**src/rtl/led_bar_counter.sv**
```systemverilog
// -----------------------------------------------------------------------------
// led_bar_counter
//
// Purpose:
//   Up/down/clear counter driven by three raw, active-low push buttons, shown
//   on a row of active-low LEDs either as a bar graph or as a single dot.
//   Every button is synchronised, debounced and edge-detected so that one
//   physical press yields exactly one count step. An optional hold-to-repeat
//   feature adds extra steps while btn_up or btn_down stays pressed.
//
// Ports:
//   clk       in   1         sole clock, rising edge
//   rst       in   1         synchronous, active-high reset
//   btn_up    in   1         raw button, active-low, increments count
//   btn_down  in   1         raw button, active-low, decrements count
//   btn_clr   in   1         raw button, active-low, clears count
//   count     out  CNT_W     registered count, 0..NUM_LEDS
//   led       out  NUM_LEDS  LED drive, active-low (0 = lit)
// -----------------------------------------------------------------------------
module led_bar_counter #(
    parameter int NUM_LEDS        = 4,
    parameter int DEBOUNCE_CYCLES = 270000,
    parameter int WRAP            = 0,
    parameter int DOT_MODE        = 0,
    parameter int REPEAT_EN       = 0,
    parameter int HOLD_CYCLES     = 13500000,
    parameter int REPEAT_CYCLES   = 2700000,
    localparam int CNT_W          = $clog2(NUM_LEDS + 1)
) (
    input  logic                clk,
    input  logic                rst,
    input  logic                btn_up,
    input  logic                btn_down,
    input  logic                btn_clr,
    output logic [CNT_W-1:0]    count,
    output logic [NUM_LEDS-1:0] led
);

    // Debounce counter only ever needs to hold 0..DEBOUNCE_CYCLES-1.
    localparam int DB_W     = $clog2(DEBOUNCE_CYCLES);
    localparam int HOLD_MAX = (HOLD_CYCLES > REPEAT_CYCLES) ? HOLD_CYCLES : REPEAT_CYCLES;
    localparam int HOLD_W   = $clog2(HOLD_MAX + 1);

    localparam logic [CNT_W-1:0] CNT_MAX = CNT_W'(NUM_LEDS);

    // Button index map: 0 = up, 1 = down, 2 = clear.
    logic [2:0] w_btn_raw;
    logic [2:0] w_stable;
    logic [2:0] w_prev;
    logic [2:0] w_press;
    logic [1:0] w_rep_step;

    assign w_btn_raw = {btn_clr, btn_down, btn_up};

    // -------------------------------------------------------------------------
    // Per-button synchroniser + debouncer + press-edge detector
    // -------------------------------------------------------------------------
    generate
        for (genvar gi = 0; gi < 3; gi++) begin : g_btn
            logic            r_sync1;
            logic            r_sync2;
            logic            r_stable;
            logic            r_prev;
            logic [DB_W-1:0] r_db_cnt;

            always_ff @(posedge clk) begin
                if (rst) begin
                    r_sync1  <= 1'b1;
                    r_sync2  <= 1'b1;
                    r_stable <= 1'b1;
                    r_prev   <= 1'b1;
                    r_db_cnt <= '0;
                end else begin
                    r_sync1 <= w_btn_raw[gi];
                    r_sync2 <= r_sync1;
                    r_prev  <= r_stable;
                    // Any cycle where the synced input agrees with the stable
                    // value restarts the qualification window, so only an
                    // uninterrupted run of DEBOUNCE_CYCLES differing cycles
                    // can flip the stable value.
                    if (r_sync2 == r_stable) begin
                        r_db_cnt <= '0;
                    end else if (r_db_cnt == DB_W'(DEBOUNCE_CYCLES - 1)) begin
                        r_stable <= r_sync2;
                        r_db_cnt <= '0;
                    end else begin
                        r_db_cnt <= r_db_cnt + 1'b1;
                    end
                end
            end

            assign w_stable[gi] = r_stable;
            assign w_prev[gi]   = r_prev;
        end
    endgenerate

    // Falling edge of the stable (active-low) level = press event.
    assign w_press = ~w_stable & w_prev;

    // -------------------------------------------------------------------------
    // Hold-to-repeat for up (0) and down (1)
    // -------------------------------------------------------------------------
    generate
        if (REPEAT_EN != 0) begin : g_rep
            logic w_both_held;
            assign w_both_held = ~w_stable[0] & ~w_stable[1];

            for (genvar gi = 0; gi < 2; gi++) begin : g_dir
                logic              r_active;
                logic              r_first;
                logic [HOLD_W-1:0] r_hold_cnt;
                logic              w_fire;

                // r_hold_cnt is 0 in the cycle after the press event, so
                // matching N-1 fires exactly N cycles after the event; the
                // first interval is the long hold, later ones the repeat period.
                assign w_fire = r_active & ~w_stable[gi] &
                                (r_hold_cnt == (r_first ? HOLD_W'(HOLD_CYCLES - 1)
                                                        : HOLD_W'(REPEAT_CYCLES - 1)));

                always_ff @(posedge clk) begin
                    if (rst || w_press[2] || w_stable[gi]) begin
                        r_active   <= 1'b0;
                        r_first    <= 1'b1;
                        r_hold_cnt <= '0;
                    end else if (w_press[gi]) begin
                        r_active   <= 1'b1;
                        r_first    <= 1'b1;
                        r_hold_cnt <= '0;
                    end else if (w_fire) begin
                        r_first    <= 1'b0;
                        r_hold_cnt <= '0;
                    end else if (r_active) begin
                        r_hold_cnt <= r_hold_cnt + 1'b1;
                    end
                end

                // Holding both directions is ambiguous, so it never repeats;
                // the timer still runs so the cadence is kept if one is released.
                assign w_rep_step[gi] = w_fire & ~w_both_held;
            end
        end else begin : g_norep
            assign w_rep_step = 2'b00;
        end
    endgenerate

    // -------------------------------------------------------------------------
    // Count register
    // -------------------------------------------------------------------------
    logic             w_ev_up;
    logic             w_ev_dn;
    logic             w_ev_clr;
    logic [CNT_W-1:0] r_count;
    logic [CNT_W-1:0] w_count_next;

    assign w_ev_up  = w_press[0] | w_rep_step[0];
    assign w_ev_dn  = w_press[1] | w_rep_step[1];
    assign w_ev_clr = w_press[2];

    always_comb begin
        w_count_next = r_count;
        if (w_ev_clr) begin
            w_count_next = '0;
        end else if (w_ev_up && !w_ev_dn) begin
            if (r_count == CNT_MAX) begin
                w_count_next = (WRAP != 0) ? '0 : r_count;
            end else begin
                w_count_next = r_count + 1'b1;
            end
        end else if (w_ev_dn && !w_ev_up) begin
            if (r_count == '0) begin
                w_count_next = (WRAP != 0) ? CNT_MAX : r_count;
            end else begin
                w_count_next = r_count - 1'b1;
            end
        end
    end

    always_ff @(posedge clk) begin
        if (rst) begin
            r_count <= '0;
        end else begin
            r_count <= w_count_next;
        end
    end

    assign count = r_count;

    // -------------------------------------------------------------------------
    // LED decode (active-low), purely from the count register
    // -------------------------------------------------------------------------
    generate
        for (genvar gi = 0; gi < NUM_LEDS; gi++) begin : g_led
            if (DOT_MODE != 0) begin : g_dot
                assign led[gi] = ~(r_count == CNT_W'(gi + 1));
            end else begin : g_bar
                assign led[gi] = ~(r_count > CNT_W'(gi));
            end
        end
    endgenerate

endmodule

```
**config.mk**
```make
export PLATFORM = sky130hd
export DESIGN_NAME = led_bar_counter
export DESIGN_NICKNAME = d
export VERILOG_FILES = /design/src/rtl/led_bar_counter.sv
export SDC_FILE = /design/constraint.sdc
export NUM_CORES = 1
export LEC_CHECK = 0
export CAP_MARGIN = 20
export CORE_UTILIZATION = 60
export DETAILED_ROUTE_END_ITERATION = 12
export GPL_TIMING_DRIVEN = 0
export PLACE_DENSITY = 0.9
export SKIP_CTS_REPAIR_TIMING = 1
export SLEW_MARGIN = 30
export SYNTH_ARGS = -nofsm -noshare
export SYNTH_HDL_FRONTEND = slang
export SYNTH_SLANG_ARGS = --single-unit
```
**constraint.sdc**
```tcl
create_clock -name clk -period 3.25 [get_ports clk]
set_clock_uncertainty 0.15 [all_clocks]
set_input_delay 0.4875 -clock clk [delete_from_list [all_inputs] [get_ports clk]]
set_output_delay 0.4875 -clock clk [all_outputs]
set_load 0.03 [all_outputs]
```
After elaboration in Yosys (flattened, before gate mapping)
Index checks and enable logic that the tools add are counted.

Logic and storage cells: 61. Register bits: 72. Input bits: 5. Output and inout bits: 7.

Multiplexer cells: 4. Equal/unequal tests: 9. Reductions and logical operators: 14. Add/subtract/negate cells: 5. Order comparisons: 4. Bitwise operators: 9.

Operator list (number): $add 19x1->19 const B (3); $eq 19x19->1 const B (3); $mux 3 (4); $reduce_or 3->1 (3); $not 1->1 (7); $gt 3x1->1 const B (2); $gt 3x2->1 const B (2); $reduce_and 2->1 (3); $ne 2x2->1 const B (2); $add 3x1->3 const B (1); $and 3x3->3 (1); $eq 1x1->1 (3); $eq 3x3->1 const B (1); $logic_not 3->1 (1); $not 3->3 (1); $reduce_and 3->1 (1); $sub 3x1->3 const B (1); $logic_and 1x1->1 (2); $logic_not 1->1 (2); $reduce_bool 2->1 (1); $reduce_or 2->1 (1).

Longest topological paths before layout
Gate-level depths: netlist of run 1.

Word-level depth: 6. Mapped depth: 7. Gate-level depth less buffers: 6.

Worst setup path after synthesis of run 1
Ideal clock, no wire load.

Kind: reg-to-output. From: reg r_count[2] (netlist: count[2]). To: out led[3]. Data required time: 2.612 ns. Cell stages (with the launch flop): 5. Path buffers: 1. Data arrival time: 1.448 ns. Slack: 1.164 ns. Cell sequence: dfxtp_1 -> clkbuf_1 -> inv_1 -> ha_1 -> or2_2.

Longest elaborated chain between the ends: 2.

RTL lines: from (decl) (line 153) `logic [CNT_W-1:0] r_count;`; from (signal assigned) (line 183) `r_count <= w_count_next;`; $gt 3x2->1 (line 197) `assign led[gi] = ~(r_count > CNT_W'(gi));`; $not 1->1 (line 197); to (decl) (line 36) `output logic [NUM_LEDS-1:0] led`.

Every way passes these cells.

Worst setup path in the final report of run 1
Same ends and word-level chain as after synthesis.

==> metrics, run 1 <==
sequential cell area=1440 sq um; Synth area leaders=dfxtp_1, xnor2_1, nor2_1; top-count cell post-synth=dfxtp_1; Top Layer Used=met4; Worst EP arrival=2220 ps; CP Capture Type=output pin; HP Class=reg -> reg; n_diodes=0; Syn Area/Cell=8.85 sq um; antenna-violating nets left=0; final setup fails=0; crit path kind=reg -> out; DR vias=2,621; worst vdd ir=0.360 mV; Mapped Cells=~370; # fillers=between 400 and 500; initial DRC count=58; synth-to-layout area growth=10.3%; grt total ovfl=0; DRC violations left=0; Final nets=408; total CTS buffers=9; die width=approximately 76 microns; Post-Syn Nets=387; H-tree levels=3; register area share after synthesis=0.438; placed wire-length estimate=~4200 microns; die area=5780 sq um; reg2reg path depth=5; leak pwr=around 1.1 nW; total track usage=0.224; cell row count=26; fraction of layout cells with a size suffix above 1=0.0957; Core Region=about 5200 sq um; CP cell instances=clkbuf_1, inv_1, ha_1, or2_2, clkdlybuf4s50_1; status=finished clean; Final Util=0.698; antenna violations before repair=0; largest net degree at the start of global routing=12; crit share post-route=0.878; routed wl met2=slightly below 3000 microns; IO Count=12; hold depth=1; routed metal-1 wire length=2790 microns; Clock Path Buffers=2; Worst-Skew Late Latency=roughly 340 ps; multi-input logic area=1750 sq um; maximum clock rate=0.350 GHz; slowest cell on the critical path=clkdlybuf4s50_1; Final Hold Viols=0; Die Span Y=76.1 microns; worst reg2reg setup slack=1020 ps; initial core utilization=0.632; global placer's final weighted congestion=0.833; total routed wirelength=6020 microns; Via density=5.61; area leader, netlist=dfxtp_1; Max Slew Vio Count=0; first-pass GRT wire length=10,500 microns; asr flop ratio synth=0; Post-synth top cells=dfxtp_1, nor2_1, xnor2_1; Post-synth EDFFs=0; DR WL met3=219 microns; synthesized area=3290 sq um; Max-cap violations=0; PD cells=408 nW/um^2; FF+latch count, synth=72; share of the synthesized area in the top cell type=0.438; Startpoint Class=flop; RSZ-0062 raised after global routing=false; worst-margin pin slew=530 ps; TritonCTS clock tree=yes; Worst path max stage delay=590 ps; Final min period=between 2000 and 3000 ps; Pre-antenna DRT Iters=5; Setup TNS=0 ps; CP max FO=10; clk root buf=clkbuf_8; number of port buffers=10; # clock sinks=72; max_slew headroom=0.644; Reg clk slew, reported paths=70 ps; post-synth cell types=44; vias in the first global route=2,447; synth warn=0; required time worst endpoint=2610 ps; main flop type after synthesis=dfxtp_1; WL/cell=12.9 microns
## sequential cells by signal, indices dropped and copies added (netlist names)
register,count
g_btn.r_prev,3
g_btn.r_sync1,3
g_btn.r_sync2,3
count,3
g_btn.r_db_cnt,57
g_btn.r_stable,3
## power breakdown
part | total [W] | leakage, nW | switching, W | internal (W)
clock network | 0.000572 | 0.0854 | 0.000307 | 0.000266
registers | 0.000889 | 0.582 | 0.00000238 | 0.000886
logic | 0.0000213 | 0.482 | 0.0000123 | 0.00000894
total | 0.00148 | 1.15 | 0.000321 | 0.00116
## cell usage in the layout, fill, tap and decap left out, types with 10 or more instances in the layout
master	n
dfxtp_1	72
nor2_1	60
xnor2_1	29
nand3_1	21
nand2_1	17
xor2_1	17
a21oi_1	15
nand4_1	13
inv_1	12
or2_2	11
nor4_1	10
ha_1	10
clkdlybuf4s50_1	10
## per-stage QoR
| step | hold slack (ps) | power, W | worst slack (ps) | std cells | instance area, sq um |
|---|---|---|---|---|---|
| 2_1_floorplan | 239 | 0.000922 | 1160 | 372 | 3290 |
| 3_3_place_gp | 244 | 0.000930 | 808 | 452 | 3480 |
| 3_5_place_dp | 250 | 0.000930 | 778 | 452 | 3480 |
| 4_1_cts | 265 | 0.00150 | 388 | 467 | 3630 |
| 5_1_grt | 270 | 0.00155 | 251 | 467 | 3630 |
| 6_report | 260 | 0.00148 | 396 | 467 | 3630 |
## per-layer routing
metal  global-route usage  up-vias
li1                     -     1336
met1                0.268     1228
met2                0.379       48
met3               0.0707        9
met4               0.0827        0
met5                    0        -
## final timing paths
check,start,to
setup / recovery,count[2],led[3]
hold / removal,g_btn[0].r_sync1,g_btn[0].r_sync2
setup reg to reg,g_btn[2].r_db_cnt[7],g_btn[2].r_db_cnt[15]
hold reg to reg,g_btn[0].r_sync1,g_btn[0].r_sync2
## layout make-up
cell class	count	share of cell area
Multi-Input combinational cell	276	0.483
Sequential cell	72	0.397
Clock buffer	10	0.0351
Timing Repair Buffer	10	0.0276
Tap cell	70	0.0241
Buffer	12	0.0141
Inverter	12	0.0124
Clock inverter	5	0.00689
## logic make-up after synthesis
group	synth area share
mux	0.00304
simple gates	0.295
fa+ha+maj	0.0380
compound gates	0.0745
flops	0.438
buf+inv	0.0293
xor+xnor	0.122
## critical path: cells and delay by family, from the launching register on
family | cells | cell delay, ps
buffers and inverters | 3 | 1060
flip-flops | 1 | 330
AND/OR/NAND/NOR | 1 | 280
adder cells (fa/ha/maj) | 1 | 210
Power figures use the tool's default switching activity.
==> run 2: changes to the inputs <==
- CORE_UTILIZATION: 60 -> 54
- PLACE_DENSITY: 0.9 -> 0.86
- clock period: 3.25 -> 2.43 ns (I/O delays scaled with it)
==> run 2 against run 1 <==
- clock power is 66% higher
- hold slack better by 22 ps
- critical endpoint is now g_btn[2].r_db_cnt[7]
- combinational power is 31% higher
- setup slack worse by 270 ps
- first-iteration DRC count is 98% higher
- global-route usage is 1.0 points lower
- non-clock buffer count is 1 lower
- die area is 11% higher
==> metrics, run 2 (same netlist as run 1, synthesis figures left out) <==
leak pwr=1.16 nW (+1.3%); Worst-Skew Late Latency=350 ps (about the same); status=finished clean; Non-Filler Instances=472 (+1.1%); WHS Endpoint=g_btn[0].r_sync2; Top Family by Delay on Critical Path=simple AND/OR/NAND/NOR gates; fraction of layout cells with a size suffix above 1=0.0982 (+0.00252); Worst EP arrival=2360 ps (+140 ps); WL/cell=13.1 microns (+1.6%); Largest register FFs=57 (unchanged); crit share post-route=0.946; clk root buf=clkbuf_8; crit path kind=reg -> reg; total routed wirelength=6180 microns (+2.6%); Max-cap violations=0 (unchanged); Final min period=2300 ps; reg2reg path depth=5 (unchanged); maximum clock rate=0.435 GHz; largest net degree at the start of global routing=12 (unchanged); total track usage=0.214 (-0.0105); number of port buffers=10 (unchanged); vias in the first global route=2,559 (+4.6%); grt total ovfl=0 (unchanged); synth-to-layout area growth=12.2%; worst r2r src=g_btn[2].r_db_cnt[7]; required time worst endpoint=2490 ps (-120 ps); placed wire-length estimate=4290 microns (+1.0%); Worst path max stage delay=480 ps (-110 ps); combinational share of power=0.013 (about the same); Final Hold Viols=0 (unchanged); setup slack after layout=130 ps (-266 ps); cell row count=28 (+7.7%); Clock Path Buffers=2 (unchanged); DR vias=2,638 (+0.65%); worst vdd ir=0.485 mV (+35%); most frequent cells in the layout=dfxtp_1, nor2_1, xnor2_1, nand3_1; CP cell instances=nor4b_1, nand4b_1, o21ai_1, clkbuf_1, nor2_1; Reg clk slew, reported paths=70 ps (about the same); share of power burned in registers=0.549 (-0.051); # clock sinks=72 (unchanged); Core Region=5890 sq um (+13%); n_diodes=0 (unchanged); dpl ws=29.6 ps (-748 ps); largest reg by FF count=g_btn.r_db_cnt; Via density=5.59 (-0.42%); PD cells=587 nW/um^2 (+44%); Clock power frac=0.438 (+0.052); commonest non-fill, non-tap cell in the layout=dfxtp_1; slowest cell on the critical path=o21ai_1; die width=80.1 microns (+5.3%); switch share=0.203 (-0.0136); die area=6410 sq um (+11%); Startpoint Class=flop; antenna-violating nets left=0 (unchanged); CP max FO=10 (unchanged); RSZ-0062 raised after global routing=false; HP Class=reg -> reg; worst-margin pin slew=615 ps (+85.2 ps); sw power=0.000440 W (+37%); TritonCTS clock tree=yes; initial core utilization=0.559 (-0.0731); max_slew headroom=0.586 (-0.0573); hold depth=1 (unchanged); DRC violations left=0 (unchanged); buffer and inverter count on the worst path=1 (-2); Setup TNS=0 ps (unchanged); final setup fails=0 (unchanged); initial DRC count=115 (+98%); H-tree levels=3 (unchanged); total CTS buffers=9 (unchanged); cell-internal power=0.00173 W (+49%); Fin Hold WS=283 ps (+22.4 ps); Post-Place Cells=457 (+1.1%); Final nets=407 (-0.25%); Final Util=0.627 (-0.0705); Max Slew Vio Count=0 (unchanged); CP Capture Type=flop; worst reg2reg endpoint=g_btn[2].r_db_cnt[7]; antenna violations before repair=0 (unchanged); IO Count=12 (unchanged); Pre-antenna DRT Iters=6 (+1); Hold Startpoint=g_btn[0].r_sync1; worst reg2reg setup slack=130 ps (-890 ps); Die Span Y=80.1 microns (+5.3%); global placer's final weighted congestion=0.830 (-0.36%); first-pass GRT wire length=10,500 microns (+0.13%)
run 2: cell types whose count changed in the layout (fill, tap and decap cells not counted):
cell,previous run,this run
dfxtp_1,72,71
bufinv_16,0,1
dfxtp_2,0,1
dlymetal6s2s_1,0,4
clkinv_2,5,2
clkbuf_8,9,11
clkdlybuf4s50_1,10,6
run 2: how the worst max path moves through the flow:
stage | startpoint | to | depth (start not counted) | slack, ps
after floorplan | count[2] | led[3] | 4 | 470
after global placement | count[2] | led[3] | 5 | 120
after detailed placement | count[2] | led[3] | 5 | 30
after CTS | count[2] | led[3] | 5 | -380
after global routing | g_btn[2].r_db_cnt[0] | g_btn[2].r_db_cnt[3] | 5 | 60
final | g_btn[2].r_db_cnt[7] | g_btn[2].r_db_cnt[7] | 5 | 130
run 2: metal layers:
layer | GRT usage | part of all wire
met4 | 0.111 | 0.021
met5 | 0 | 0
met2 | 0.372 | 0.49
met3 | 0.0682 | 0.040
met1 | 0.232 | 0.45
run 2: metrics by stage:
step                      power, W  instance area (sq um)
final                      0.00217                   3690
after global placement     0.00124                   3480
after global routing       0.00224                   3690
after detailed placement   0.00124                   3480
after floorplan            0.00123                   3290
after CTS                  0.00219                   3680
run 2: layout make-up:
cell class              instances  area, sq um
inverters                      12         45.0
plain buffers                  11         47.5
multi-input cells             276         1750
flip-flops and latches         72         1440
clock inverters                 3         40.0
fillers                       488         2190
well taps                      75         93.8
clock buffers                  13          159
repair buffers                 10          110
run 2: power by group through the flow:
stage | Clock, W | Combinational, W | Sequential (W)
after floorplan | 0 | 0.0000179 | 0.00121
after global placement | 0 | 0.0000271 | 0.00122
after detailed placement | 0 | 0.0000279 | 0.00122
after CTS | 0.000972 | 0.0000282 | 0.00119
after global routing | 0.00102 | 0.0000307 | 0.00119
final | 0.000948 | 0.0000278 | 0.00119
==> run 3: changes to the inputs <==
- CORE_UTILIZATION: 54 -> 40
- PLACE_DENSITY: 0.86 -> 0.69
==> run 3 against run 2 <==
- design area is 0.98% higher
- die area is 34% higher
- critical path depth is 1 lower
- global-route usage is 6.6 points lower
- clock power is 0.4% lower
- sequential share of layout area is 0.38 points lower
- fmax is 7.1% higher
- via count is 2.1% lower
- first-iteration DRC count is 24% lower
- routed wire length is 6.0% lower
- critical path type is now reg -> out
- power is 0.23% lower
- register-to-register slack better by 210 ps
==> metrics, run 3 (same netlist as run 1, synthesis figures left out) <==
status=finished clean; maximum clock rate=0.466 GHz (+7.1%); most frequent cells in the layout=dfxtp_1, nor2_1, xnor2_1, nand3_1; cell row count=32 (+14%); n_diodes=0 (unchanged); DRC violations left=0 (unchanged); crit path kind=reg -> out; worst r2r src=g_btn[0].r_db_cnt[0]; RSZ-0062 raised after global routing=false; vias in the first global route=2,262 (-12%); fraction of layout cells with a size suffix above 1=0.103 (+0.00504); Setup TNS=0 ps (unchanged); Max-cap violations=0 (unchanged); placed wire-length estimate=4040 microns (-5.8%); Reg clk slew, reported paths=70 ps (about the same); PD cells=580 nW/um^2 (-1.2%); leak pwr=1.16 nW (-0.30%); Worst-Skew Late Latency=350 ps (about the same); Hold Startpoint=g_btn[2].r_sync1; setup slack after layout=283 ps (+153 ps); # clock sinks=72 (unchanged); DR vias=2,583 (-2.1%); Via density=5.18 (-7.4%); Startpoint Class=flop; cell-internal power=0.00170 W (-1.6%); Largest register FFs=57 (unchanged); global placer's final weighted congestion=0.805 (-3.0%); WL/cell=11.6 microns (-11%); total CTS buffers=9 (unchanged); Final nets=407 (unchanged); Worst path max stage delay=360 ps (-120 ps); final setup fails=0 (unchanged); Fin Hold WS=262 ps (-20.6 ps); largest net degree at the start of global routing=13 (+1); total routed wirelength=5810 microns (-6.0%); Final Util=0.475 (-0.152); Max Slew Vio Count=0 (unchanged); antenna-violating nets left=0 (unchanged); worst vdd ir=0.215 mV (-56%); Clock power frac=0.437 (about the same); slowest cell on the critical path=dfxtp_1; Pwr Total=0.00216 W (-0.23%); buffer and inverter count on the worst path=2 (+1); CP Capture Type=output pin; initial core utilization=0.419 (-0.140); CP cell instances=inv_1, ha_1, nor2b_1, dlymetal6s2s_1; share of power burned in registers=0.550 (about the same); TritonCTS clock tree=yes; dpl ws=65.1 ps (+35.5 ps); clk root buf=clkbuf_8; HP Class=reg -> reg; first-pass GRT wire length=10,100 microns (-3.7%); Setup crit start=count[1]; Worst EP arrival=1630 ps (-730 ps); antenna violations before repair=0 (unchanged); grt total ovfl=0 (unchanged); switch share=0.214 (+0.0110); number of port buffers=10 (unchanged); crit share post-route=0.883 (-0.0631); commonest non-fill, non-tap cell in the layout=dfxtp_1; synth-to-layout area growth=13.3%; largest reg by FF count=g_btn.r_db_cnt; total track usage=0.148 (-0.0661); Core Region=7850 sq um (+33%); Final Hold Viols=0 (unchanged); Pre-antenna DRT Iters=4 (-2); combinational share of power=0.013 (about the same); Top Family by Delay on Critical Path=buffers and inverters; CP max FO=7 (-3); initial DRC count=87 (-24%); H-tree levels=3 (unchanged); max_slew headroom=0.616 (+0.0301); Die Span Y=92.7 microns (+16%); die area=8590 sq um (+34%); # fillers=775 (+59%); required time worst endpoint=1920 ps (-570 ps); Final min period=2150 ps (-153 ps); die width=92.7 microns (+16%); worst-margin pin slew=570 ps (-44.7 ps); IO Count=12 (unchanged); sw power=0.000462 W (+5.2%); Clock Path Buffers=2 (unchanged)
## run 3: final cells by class
type	count	area [sq um]	share of cell area
buffer	11	47.5	0.0128
clock inverter	5	56.3	0.0151
clock buffer	11	141	0.0379
timing repair buffer	10	110	0.0295
inverter	12	45.0	0.0121
sequential	72	1440	0.387
tap	102	128	0.0342
multi-input combinational	276	1760	0.471
## run 3: power groups by stage
stage	clock network [W]	registers (W)	logic [W]
floorplan	0	0.00121	0.0000179
global placement	0	0.00122	0.0000277
detailed placement	0	0.00122	0.0000281
CTS	0.000966	0.00119	0.0000282
global route	0.00103	0.00119	0.0000310
finish	0.000944	0.00119	0.0000276
## run 3: worst paths after layout
kind	end	slack [ps]	depth (start not counted)
worst min register to register	g_btn[2].r_sync2	260	1
worst max-delay path	led[0]	280	4
worst max register to register	g_btn[0].r_db_cnt[13]	340	7
worst min-delay path	g_btn[2].r_sync2	260	1
## run 3: per-layer routing
layer,part of all wire,vias up,global-route usage
met4,0.022,0,0.0654
met1,0.51,1184,0.201
li1,-,1342,-
met2,0.44,45,0.219
met3,0.034,12,0.0394
met5,0,-,0
## run 3: per-stage QoR
stage	instance area, sq um	cells
floorplan	3290	372
global route	3730	499
global placement	3520	484
finish	3730	499
detailed placement	3520	484
CTS	3720	500
## run 3: worst reg2reg max path, stage by stage, from the launching register on
cell and delay (ps):
dfxtp_1 370, ha_1 210, and3_1 150, clkbuf_1 190
nand3_1 140, o21ai_2 390, buf_2 300, nor2_1 70
